File: src/rtl/alu_arbiter_if.sv
// Handshake and data bundle for alu_arbiter.
// slave: the arbiter side. master: the side that drives requests and consumes responses.
interface alu_arbiter_if #(
    parameter int unsigned DATA_W = 32
) ();

    // Requester 0
    logic              i_req0_valid;
    logic              o_req0_ready;
    logic [DATA_W-1:0] i_req0_a;
    logic [DATA_W-1:0] i_req0_b;
    logic [1:0]        i_req0_op;

    // Requester 1
    logic              i_req1_valid;
    logic              o_req1_ready;
    logic [DATA_W-1:0] i_req1_a;
    logic [DATA_W-1:0] i_req1_b;
    logic [1:0]        i_req1_op;

    // Response channel and status
    logic              o_rsp_valid;
    logic              i_rsp_ready;
    logic              o_rsp_id;
    logic [DATA_W-1:0] o_rsp_result;
    logic              o_busy;

    modport slave (
        input  i_req0_valid, i_req0_a, i_req0_b, i_req0_op,
        input  i_req1_valid, i_req1_a, i_req1_b, i_req1_op,
        input  i_rsp_ready,
        output o_req0_ready, o_req1_ready,
        output o_rsp_valid, o_rsp_id, o_rsp_result, o_busy
    );

    modport master (
        output i_req0_valid, i_req0_a, i_req0_b, i_req0_op,
        output i_req1_valid, i_req1_a, i_req1_b, i_req1_op,
        output i_rsp_ready,
        input  o_req0_ready, o_req1_ready,
        input  o_rsp_valid, o_rsp_id, o_rsp_result, o_busy
    );

endinterface

File: src/rtl/alu_arbiter.sv
// alu_arbiter: two requesters share one bitwise logic unit through an IDLE/EXEC/RESP FSM.
// Default arbitration is round-robin with a last-served pointer (reset to 1, so requester 0
// wins the first tie). Define ALU_ARBITER_FIXED_PRIO_EN for fixed priority (requester 0
// always wins ties, no pointer).
module alu_arbiter #(
    parameter int unsigned DATA_W = 32
) (
    input  logic         i_clk,
    input  logic         i_rst_n,
    alu_arbiter_if.slave bus
);

    typedef enum logic [1:0] {
        StIdle = 2'd0,
        StExec = 2'd1,
        StResp = 2'd2
    } state_e;

    localparam logic [1:0] OpAnd  = 2'b00;
    localparam logic [1:0] OpOr   = 2'b01;
    localparam logic [1:0] OpXor  = 2'b10;
    localparam logic [1:0] OpPass = 2'b11;

    // Pure bitwise evaluation; no carries, no width extension.
    function automatic logic [DATA_W-1:0] alu_eval(
        input logic [1:0]        op,
        input logic [DATA_W-1:0] a,
        input logic [DATA_W-1:0] b
    );
        logic [DATA_W-1:0] r;
        unique case (op)
            OpAnd:   r = a & b;
            OpOr:    r = a | b;
            OpXor:   r = a ^ b;
            OpPass:  r = a;
            default: r = a;
        endcase
        return r;
    endfunction

    state_e            state_q, state_d;
    logic [DATA_W-1:0] a_q, a_d;
    logic [DATA_W-1:0] b_q, b_d;
    logic [1:0]        op_q, op_d;
    logic              id_q, id_d;
    logic [DATA_W-1:0] result_q, result_d;

    logic any_valid;
    logic grant_id;
    logic in_idle;

    assign any_valid = bus.i_req0_valid | bus.i_req1_valid;
    // Reset gates the grant so ready stays low while reset is held.
    assign in_idle   = (state_q == StIdle) & i_rst_n;

`ifdef ALU_ARBITER_FIXED_PRIO_EN
    // Fixed priority: requester 0 wins whenever it is valid.
    always_comb begin
        grant_id = ~bus.i_req0_valid;
    end
`else
    logic last_q, last_d;

    // Round-robin pick: on a tie grant the requester not served last, else the lone valid one.
    always_comb begin
        if (bus.i_req0_valid && bus.i_req1_valid) begin
            grant_id = ~last_q;
        end else begin
            grant_id = ~bus.i_req0_valid;
        end
    end

    // Last-served pointer next state: follows every grant taken in IDLE.
    always_comb begin
        last_d = last_q;
        if (in_idle && any_valid) begin
            last_d = grant_id;
        end
    end

    // Last-served pointer register; reset to 1 so requester 0 wins the first tie.
    always_ff @(posedge i_clk or negedge i_rst_n) begin
        if (!i_rst_n) begin
            last_q <= 1'b1;
        end else begin
            last_q <= last_d;
        end
    end
`endif

    // FSM next state, operand capture and result computation.
    always_comb begin
        state_d  = state_q;
        a_d      = a_q;
        b_d      = b_q;
        op_d     = op_q;
        id_d     = id_q;
        result_d = result_q;
        case (state_q)
            StIdle: begin
                if (any_valid) begin
                    state_d = StExec;
                    id_d    = grant_id;
                    if (grant_id) begin
                        a_d  = bus.i_req1_a;
                        b_d  = bus.i_req1_b;
                        op_d = bus.i_req1_op;
                    end else begin
                        a_d  = bus.i_req0_a;
                        b_d  = bus.i_req0_b;
                        op_d = bus.i_req0_op;
                    end
                end
            end
            StExec: begin
                result_d = alu_eval(op_q, a_q, b_q);
                state_d  = StResp;
            end
            StResp: begin
                if (bus.i_rsp_ready) begin
                    state_d = StIdle;
                end
            end
            default: begin
                state_d = StIdle;
            end
        endcase
    end

    // State and datapath registers; reset discards any in-flight operation.
    always_ff @(posedge i_clk or negedge i_rst_n) begin
        if (!i_rst_n) begin
            state_q  <= StIdle;
            a_q      <= '0;
            b_q      <= '0;
            op_q     <= 2'b00;
            id_q     <= 1'b0;
            result_q <= '0;
        end else begin
            state_q  <= state_d;
            a_q      <= a_d;
            b_q      <= b_d;
            op_q     <= op_d;
            id_q     <= id_d;
            result_q <= result_d;
        end
    end

    // Outputs: ready only to the granted, still-valid requester while idle.
    always_comb begin
        bus.o_req0_ready = in_idle & bus.i_req0_valid & ~grant_id;
        bus.o_req1_ready = in_idle & bus.i_req1_valid & grant_id;
        bus.o_rsp_valid  = (state_q == StResp);
        bus.o_rsp_id     = id_q;
        bus.o_rsp_result = result_q;
        bus.o_busy       = (state_q != StIdle);
    end

endmodule

File: src/flat_wrapper.sv
// flat-port wrapper written by rule: the top's interface ports become plain ports
module alu_arbiter_flat 
#(
    parameter int unsigned DATA_W = 32
)
  (i_clk, i_rst_n, bus_i_req0_valid, bus_i_req0_a, bus_i_req0_b, bus_i_req0_op, bus_i_req1_valid, bus_i_req1_a, bus_i_req1_b, bus_i_req1_op, bus_i_rsp_ready, bus_o_req0_ready, bus_o_req1_ready, bus_o_rsp_valid, bus_o_rsp_id, bus_o_rsp_result, bus_o_busy);
  alu_arbiter_if #(.DATA_W(DATA_W)) bus_i ();
  input  logic i_clk;
  input  logic i_rst_n;
  input wire logic [$bits(bus_i.i_req0_valid)-1:0] bus_i_req0_valid;
  input wire logic [$bits(bus_i.i_req0_a)-1:0] bus_i_req0_a;
  input wire logic [$bits(bus_i.i_req0_b)-1:0] bus_i_req0_b;
  input wire logic [$bits(bus_i.i_req0_op)-1:0] bus_i_req0_op;
  input wire logic [$bits(bus_i.i_req1_valid)-1:0] bus_i_req1_valid;
  input wire logic [$bits(bus_i.i_req1_a)-1:0] bus_i_req1_a;
  input wire logic [$bits(bus_i.i_req1_b)-1:0] bus_i_req1_b;
  input wire logic [$bits(bus_i.i_req1_op)-1:0] bus_i_req1_op;
  input wire logic [$bits(bus_i.i_rsp_ready)-1:0] bus_i_rsp_ready;
  output wire logic [$bits(bus_i.o_req0_ready)-1:0] bus_o_req0_ready;
  output wire logic [$bits(bus_i.o_req1_ready)-1:0] bus_o_req1_ready;
  output wire logic [$bits(bus_i.o_rsp_valid)-1:0] bus_o_rsp_valid;
  output wire logic [$bits(bus_i.o_rsp_id)-1:0] bus_o_rsp_id;
  output wire logic [$bits(bus_i.o_rsp_result)-1:0] bus_o_rsp_result;
  output wire logic [$bits(bus_i.o_busy)-1:0] bus_o_busy;
  assign bus_i.i_req0_valid = bus_i_req0_valid;
  assign bus_i.i_req0_a = bus_i_req0_a;
  assign bus_i.i_req0_b = bus_i_req0_b;
  assign bus_i.i_req0_op = bus_i_req0_op;
  assign bus_i.i_req1_valid = bus_i_req1_valid;
  assign bus_i.i_req1_a = bus_i_req1_a;
  assign bus_i.i_req1_b = bus_i_req1_b;
  assign bus_i.i_req1_op = bus_i_req1_op;
  assign bus_i.i_rsp_ready = bus_i_rsp_ready;
  assign bus_o_req0_ready = bus_i.o_req0_ready;
  assign bus_o_req1_ready = bus_i.o_req1_ready;
  assign bus_o_rsp_valid = bus_i.o_rsp_valid;
  assign bus_o_rsp_id = bus_i.o_rsp_id;
  assign bus_o_rsp_result = bus_i.o_rsp_result;
  assign bus_o_busy = bus_i.o_busy;
  alu_arbiter #(.DATA_W(DATA_W)) u_core (.i_clk(i_clk), .i_rst_n(i_rst_n), .bus(bus_i));
endmodule
File: config.mk
export PLATFORM = sky130hd
export DESIGN_NAME = alu_arbiter_flat
export DESIGN_NICKNAME = d
export VERILOG_FILES = /design/src/rtl/alu_arbiter_if.sv /design/src/rtl/alu_arbiter.sv /design/src/flat_wrapper.sv
export SDC_FILE = /design/constraint.sdc
export NUM_CORES = 1
export LEC_CHECK = 0
export CAP_MARGIN = 20
export CORE_MARGIN = 1.5
export CORE_UTILIZATION = 54
export CTS_CLUSTER_SIZE = 24
export DETAILED_ROUTE_END_ITERATION = 16
export PLACE_DENSITY = 0.88
export SLEW_MARGIN = 20
export SYNTH_ARGS = -nofsm -noshare
export SYNTH_HDL_FRONTEND = slang
export SYNTH_SLANG_ARGS = --single-unit
File: constraint.sdc
create_clock -name i_clk -period 2.6 [get_ports i_clk]
set_clock_uncertainty 0.05 [all_clocks]
set_input_delay 0.39 -clock i_clk [delete_from_list [all_inputs] [get_ports i_clk]]
set_output_delay 0.39 -clock i_clk [all_outputs]
set_load 0.1 [all_outputs]
==> metrics, run 1 <==
outcome=finished clean; final WL=18.2 mm; Yosys cell types=28; CTS tree=done; P&R area growth vs syn=31.0%; combinational share of power=59.7%; detailed placer's ending HPWL=12.4 mm; Std-Cell Rows=40; fin crit period=2.23 ns; Period Utilization, post-route=85.6%; Total Routing Usage GR=28.6%; Synth Register Bits=102; Clock Sinks=102; maximum vdd drop=0.824 mV; hold slack final=0.318 ns; critical path type=primary input to output port; CP Data Required Time=2.16 ns; worst path buffer plus inverter count=3; Setup crit end kind=output port; vias per cell=5.82; Skew-Pair Late Insertion Delay=0.35 ns; Critical Path Start Type=primary input; Clock transition at path regs=0.07 ns; CTS buffer count=9; Net Switching=6050 µW; WP data arrival=1.79 ns; Hold-fix buffers, CTS=1; commonest cells after routing, fill and taps aside=clkdlybuf4s50_1, dfrtp_1, inv_1; final hold viol count=0; nets=1076; setup bufs post-CTS=0; Max stage delay on crit path=0.52 ns; Synth Cell Area=0.00671 mm²; Slew HR=51.3%; placer congestion estimate=0.807; pwr dens=1320 mW/mm²; first-pass GRT wire length=29.6 mm; Residual DRC=0; Synthesized Nets=945; leakage power=0.00413 µW; Internal=5540 µW; worst slew pin tran=0.731 ns; total vias in the final route=6103; full die area=0.0131 mm²; max-cap violations=0; vias in the first global route=6149; Sequential Power Share=28.3%; syn avg cell area=9.02 µm²; slowest cell on the critical path=dlygate4sd3_1; crit path cell chain=dlygate4sd3_1 -> buf_4 -> nand3_1 -> nor2_2 -> buf_12; chip width=114 µm; IO Pins=174; Placeable Area=0.0121 mm²; DR WL/cell=17.3 µm; Core Util, Final=72.9%; commonest non-fill, non-tap cell in the layout=clkdlybuf4s50_1; # diodes=0; CP max FO=27; # resized after CTS=0; port bufs=173; synthesis warning total=0; Root Buffer=clkbuf_16; die height=114 µm; setup violators final=0; DRT Pass-1 Iters=4; delay-heaviest family, CP=buffers and inverters; starting density of the core=55.6%; H-tree levels=3; max-slew violation count=0; setup_tns=0 ns; RSZ-0062 raised after global routing=no; Bufs on Longest Clock Path=2; share of cells above drive strength 1=11.5%; largest net degree at the start of global routing=67; post-route ant nets=0; Sw Ratio=52.2%; antenna violations before repair=0; HP Class=primary input to register; 1st-iter DRT viols=401; share of total power in the clock network=12.0%; FMAX=449 MHz; sequential share of the synthesized area=38.1%; Syn Inst Count=744; residual overflow from global routing=0
## stage by stage
stage	instance area [µm²]	total power, µW	setup slack, ns	std cells
2_1_floorplan	6710	8380	0.234	744
3_3_place_gp	8470	9880	0.432	1031
3_5_place_dp	8470	10200	0.382	1031
4_1_cts	8790	11600	0.350	1048
5_1_grt	8790	12400	0.283	1048
6_report	8790	11600	0.374	1048
## flip-flops by register name, indices dropped and copies added, names as in the netlist
name,cells
u_core.a_q,32
u_core.state_q,2
u_core.bus.o_rsp_result,32
u_core.last_q,1
u_core.bus.o_rsp_id,1
u_core.b_q,32
u_core.op_q,2
## cells in the mapped netlist
library cell  count  area (µm²)
dfstp_2           1        26.3
a41oi_1           1        8.76
a21oi_1          66         330
buf_6             3        33.8
nor2b_1           1        6.26
o21ai_0          67         335
nand2_1          32         120
inv_1            98         368
buf_2            17        85.1
ha_1             64         801
or2_2             1        6.26
clkbuf_2          1        5.00
o221ai_1         32         280
mux2i_1          64         641
nand3_1          67         335
nand3b_1          1        7.51
buf_4             1        7.51
nor2_1            3        11.3
clkbuf_1         48         180
inv_2             1        3.75
or2_0             1        6.26
and3_1            1        6.26
a31oi_2          20         250
a2bb2oi_1         1        8.76
a31oi_1          47         294
nand2b_1          3        18.8
and2_1            1        6.26
dfrtp_1         101        2530
## worst paths after layout
| check | from | endpoint | slack, ns | cells after the start |
|---|---|---|---|---|
| min in group asynchronous | i_rst_n | u_core.b_q[0]$_DFFE_PN0P_ | 0.44 | 2 |
| max in group asynchronous | i_rst_n | u_core.a_q[14]$_DFFE_PN0P_ | 1.14 | 3 |
| setup reg to reg | u_core.state_q[1]$_DFFE_PN0P_ | u_core.a_q[3]$_DFFE_PN0P_ | 0.78 | 4 |
| hold / removal | bus_i_req0_valid | u_core.op_q[0]$_DFFE_PN0P_ | 0.32 | 3 |
| hold reg to reg | u_core.bus.o_rsp_result[5]$_DFFE_PN0N_ | u_core.bus.o_rsp_result[5]$_DFFE_PN0N_ | 0.44 | 2 |
| setup / recovery | i_rst_n | bus_o_req1_ready | 0.37 | 5 |
## worst register-to-register path: cells and delay by family, from the launching register on
| family | cells | cell delay, ns |
|---|---|---|
| simple gates | 2 | 0.70 |
| flops | 1 | 0.42 |
| buf+inv | 1 | 0.32 |
| compound gates | 1 | 0.18 |
## cells by family after synthesis
family | after synthesis | share of synthesized area [%]
compound gates | 234 | 22.5
buf+inv | 169 | 10.2
simple gates | 111 | 7.81
flops | 102 | 38.1
mux | 64 | 9.55
fa+ha+maj | 64 | 11.9
## routing by layer
metal	track usage, %	routed length (µm)	vias to the layer above
li1	-	-	2885
met1	35.9	7500	2952
met2	49.5	9040	226
met3	5.72	1120	40
met4	9.50	508	0
met5	0	0	-
## power by group through the flow
stage                     clock network [µW]  logic (µW)  registers, µW
final                                   1400        6920           3280
after global routing                    1470        7530           3390
after CTS                               1410        6960           3270
after detailed placement                   0        6930           3290
after global placement                     0        6640           3230
after floorplan                            0        3610           4780
## area by class of cell
cell class	count	area, µm²
clock buffers	9	225
clock inverters	7	78.8
fillers	909	3270
inverters	99	372
multi-input cells	473	3490
flip-flops and latches	102	2560
well taps	168	210
repair buffers	190	1850
Power figures use the tool's default switching activity.
==> run 2: changes to the inputs <==
--- a/config.mk
+++ b/config.mk
@@ -10,6 +10,7 @@
 export CORE_UTILIZATION = 54
 export CTS_CLUSTER_SIZE = 24
 export DETAILED_ROUTE_END_ITERATION = 16
+export GPL_TIMING_DRIVEN = 0
 export PLACE_DENSITY = 0.88
 export SLEW_MARGIN = 20
 export SYNTH_ARGS = -nofsm -noshare
==> run 2 against run 1 <==
Global-route usage grew 3.8 points; clock power grew 6%; die area is the same; worst hold slack gained 0.12 ns; critical endpoint is now bus_o_req0_ready; highest routed layer is now met5; largest cell class unchanged; power grew 3.5%; worst setup slack lost 0.27 ns; sequential share of layout area shrank 0.85 points; maximum frequency shrank 11%; routed wire length grew 14%.
==> metrics, run 2 (synthesis gave the netlist of run 1 again) <==
Skew-Pair Late Insertion Delay=0.36 ns (was 0.35 ns); CTS tree=done (unchanged); Net Switching=6260 µW (was 6050 µW); Root Buffer=clkbuf_16 (unchanged); hold slack final=0.440 ns (was 0.318 ns); cell mode on critical path=clkbuf_4; setup_tns=0 ns (unchanged); Clock transition at path regs=0.07 ns (about the same); Finished Layout Cells=1103 (was 1048); 1st-iter DRT viols=494 (was 401); slowest cell on the critical path=clkdlybuf4s50_1 (was dlygate4sd3_1); starting density of the core=55.6% (unchanged); antenna violations before repair=1 (was 0); final hold viol count=0 (unchanged); area post-placement=0.00867 mm² (was 0.00847 mm²); P&R area growth vs syn=34.7% (was 31.0%); Reg2Reg Setup Slack=0.53 ns (was 0.78 ns); CP Depth=6 (was 5); leakage power=0.00417 µW (was 0.00413 µW); DRT Pass-1 Iters=6 (was 4); worst slew pin tran=1.03 ns (was 0.731 ns); commonest non-fill, non-tap cell in the layout=clkdlybuf4s50_1 (unchanged); Max stage delay on crit path=0.59 ns (was 0.52 ns); # diodes=0 (unchanged); IO Pins=174 (unchanged); Critical Path Start=bus_i_req1_valid (was i_rst_n); worst setup path end=bus_o_req0_ready (was bus_o_req1_ready); setup bufs post-CTS=0 (unchanged); pwr dens=1330 mW/mm² (was 1320 mW/mm²); Internal=5740 µW (was 5540 µW); share of total power in the clock network=12.4% (was 12.0%); H-tree levels=3 (unchanged); post-route ant nets=0 (unchanged); Placeable Area=0.0121 mm² (unchanged); Critical Path Start Type=primary input (unchanged); vias per cell=5.94 (was 5.82); HP Class=register to register (was primary input to register); DR WL/cell=18.9 µm (was 17.3 µm); max-slew violation count=0 (unchanged); reg2reg end=u_core.b_q[4]$_DFFE_PN0P_ (was u_core.a_q[3]$_DFFE_PN0P_); Bufs on Longest Clock Path=2 (unchanged); placer congestion estimate=0.874 (was 0.807); die height=114 µm (unchanged); R2R cell count=5 (was 4); chip width=114 µm (unchanged); Residual DRC=0 (unchanged); vias in the first global route=6407 (was 6149); Setup crit end kind=output port (unchanged); share of cells above drive strength 1=7.59% (was 11.5%); Period Utilization, post-route=95.8% (was 85.6%); overall power=12000 µW (was 11600 µW); largest net degree at the start of global routing=62 (was 67); Sequential Power Share=26.4% (was 28.3%); final WL=20.8 mm (was 18.2 mm); nets=1131 (was 1076); delay-heaviest family, CP=buffers and inverters (unchanged); Critical R2R Launch=u_core.last_q$_DFFE_PN1P_ (was u_core.state_q[1]$_DFFE_PN0P_); max-cap violations=0 (unchanged); full die area=0.0131 mm² (unchanged); detailed placer's ending HPWL=14.7 mm (was 12.4 mm); Clock Sinks=102 (unchanged); setup violators final=0 (unchanged); CP Data Required Time=2.16 ns (about the same); critical path type=primary input to output port (unchanged); crit path cell chain=clkdlybuf4s50_1 -> nor2b_4 -> clkbuf_4 -> nor2_1 -> and3_1 -> clkbuf_4 (was dlygate4sd3_1 -> buf_4 -> nand3_1 -> nor2_2 -> buf_12); Final Instance Area=0.00904 mm² (was 0.00879 mm²); FMAX=401 MHz (was 449 MHz); RSZ-0062 raised after global routing=no (unchanged); total vias in the final route=6552 (was 6103); commonest cells after routing, fill and taps aside=clkdlybuf4s50_1, dfrtp_1, inv_1 (unchanged); CP max FO=10 (was 27); Total Routing Usage GR=32.4% (was 28.6%); maximum vdd drop=0.722 mV (was 0.824 mV); port bufs=172 (was 173); CTS buffer count=9 (unchanged); outcome=finished clean (unchanged); worst path buffer plus inverter count=3 (unchanged); Sw Ratio=52.2% (about the same); Inst Count DP=1085 (was 1031); WP data arrival=2.05 ns (was 1.79 ns); residual overflow from global routing=0 (unchanged); Slew HR=31.1% (was 51.3%); Std-Cell Rows=40 (unchanged); combinational share of power=61.2% (was 59.7%); first-pass GRT wire length=32.1 mm (was 29.6 mm); fin crit period=2.49 ns (was 2.23 ns)
-- run 2: worst register-to-register path, stage by stage (launching register included) --
cell	delay, ns
dfstp_2	0.58
nand2b_1	0.18
buf_2	0.26
clkbuf_1	0.48
nand3_1	0.20
a31oi_2	0.24
-- run 2: worst min-delay path by stage --
stage	startpoint	endpoint	slack, ns	depth (start not counted)
6_report	u_core.bus.o_rsp_result[4]$_DFFE_PN0N_	u_core.bus.o_rsp_result[4]$_DFFE_PN0N_	0.44	2
5_1_grt	u_core.bus.o_rsp_result[10]$_DFFE_PN0N_	u_core.bus.o_rsp_result[10]$_DFFE_PN0N_	0.45	2
4_1_cts	u_core.bus.o_rsp_result[10]$_DFFE_PN0N_	u_core.bus.o_rsp_result[10]$_DFFE_PN0N_	0.45	2
3_5_place_dp	i_rst_n	u_core.bus.o_rsp_result[7]$_DFFE_PN0N_	0.30	1
3_3_place_gp	u_core.bus.o_rsp_result[9]$_DFFE_PN0N_	u_core.bus.o_rsp_result[9]$_DFFE_PN0N_	0.42	2
2_1_floorplan	i_rst_n	u_core.a_q[0]$_DFFE_PN0P_	0.04	0
-- run 2: repair_timing --
| action | in CTS | in global routing |
|---|---|---|
| resized for setup | 16 | 5 |
| endpoints found under the hold margin | 45 | 0 |
| cloned | 0 | 0 |
| endpoints found under the setup margin | 3 | 3 |
| hold buffers | 2 | 0 |
-- run 2: layout make-up --
class | count | area [µm²]
inverter | 99 | 372
tap | 168 | 210
clock inverter | 6 | 85.1
timing repair buffer | 175 | 1780
fill | 835 | 3020
clock buffer | 10 | 239
sequential | 102 | 2550
multi-input combinational | 473 | 3490
buffer | 70 | 315
-- run 2: metrics by stage --
stage	setup slack [ns]	utilization, %
final	0.108	74.9
after global routing	0.0428	74.9
after CTS	0.0152	74.9
after detailed placement	-0.829	71.9
after global placement	-3.87	71.7
after floorplan	0.234	-
-- run 2: power groups by stage --
stage / logic, µW / clock network [µW] / registers (µW)
global route: 7910 / 1550 / 3260
finish: 7350 / 1490 / 3170
detailed placement: 7260 / 0 / 3150
floorplan: 3610 / 0 / 4780
global placement: 7010 / 0 / 3110
CTS: 7310 / 1490 / 3140
-- run 2: layer usage --
layer	share of wire [%]	vias to the layer above	track usage (%)
li1	-	2998	-
met1	39	3151	39.3
met2	49	341	54.7
met3	8.1	60	7.62
met4	3.5	2	15.0
met5	0.067	-	0
==> run 3: changes to the inputs <==
--- a/config.mk
+++ b/config.mk
@@ -11,6 +11,7 @@
 export CTS_CLUSTER_SIZE = 24
 export DETAILED_ROUTE_END_ITERATION = 16
 export GPL_TIMING_DRIVEN = 0
+export HOLD_SLACK_MARGIN = 0.03
 export PLACE_DENSITY = 0.88
 export SLEW_MARGIN = 20
 export SYNTH_ARGS = -nofsm -noshare
==> results of run 3 <==
Same layout as run 2: the final DEF is identical, and so are final timing and power.
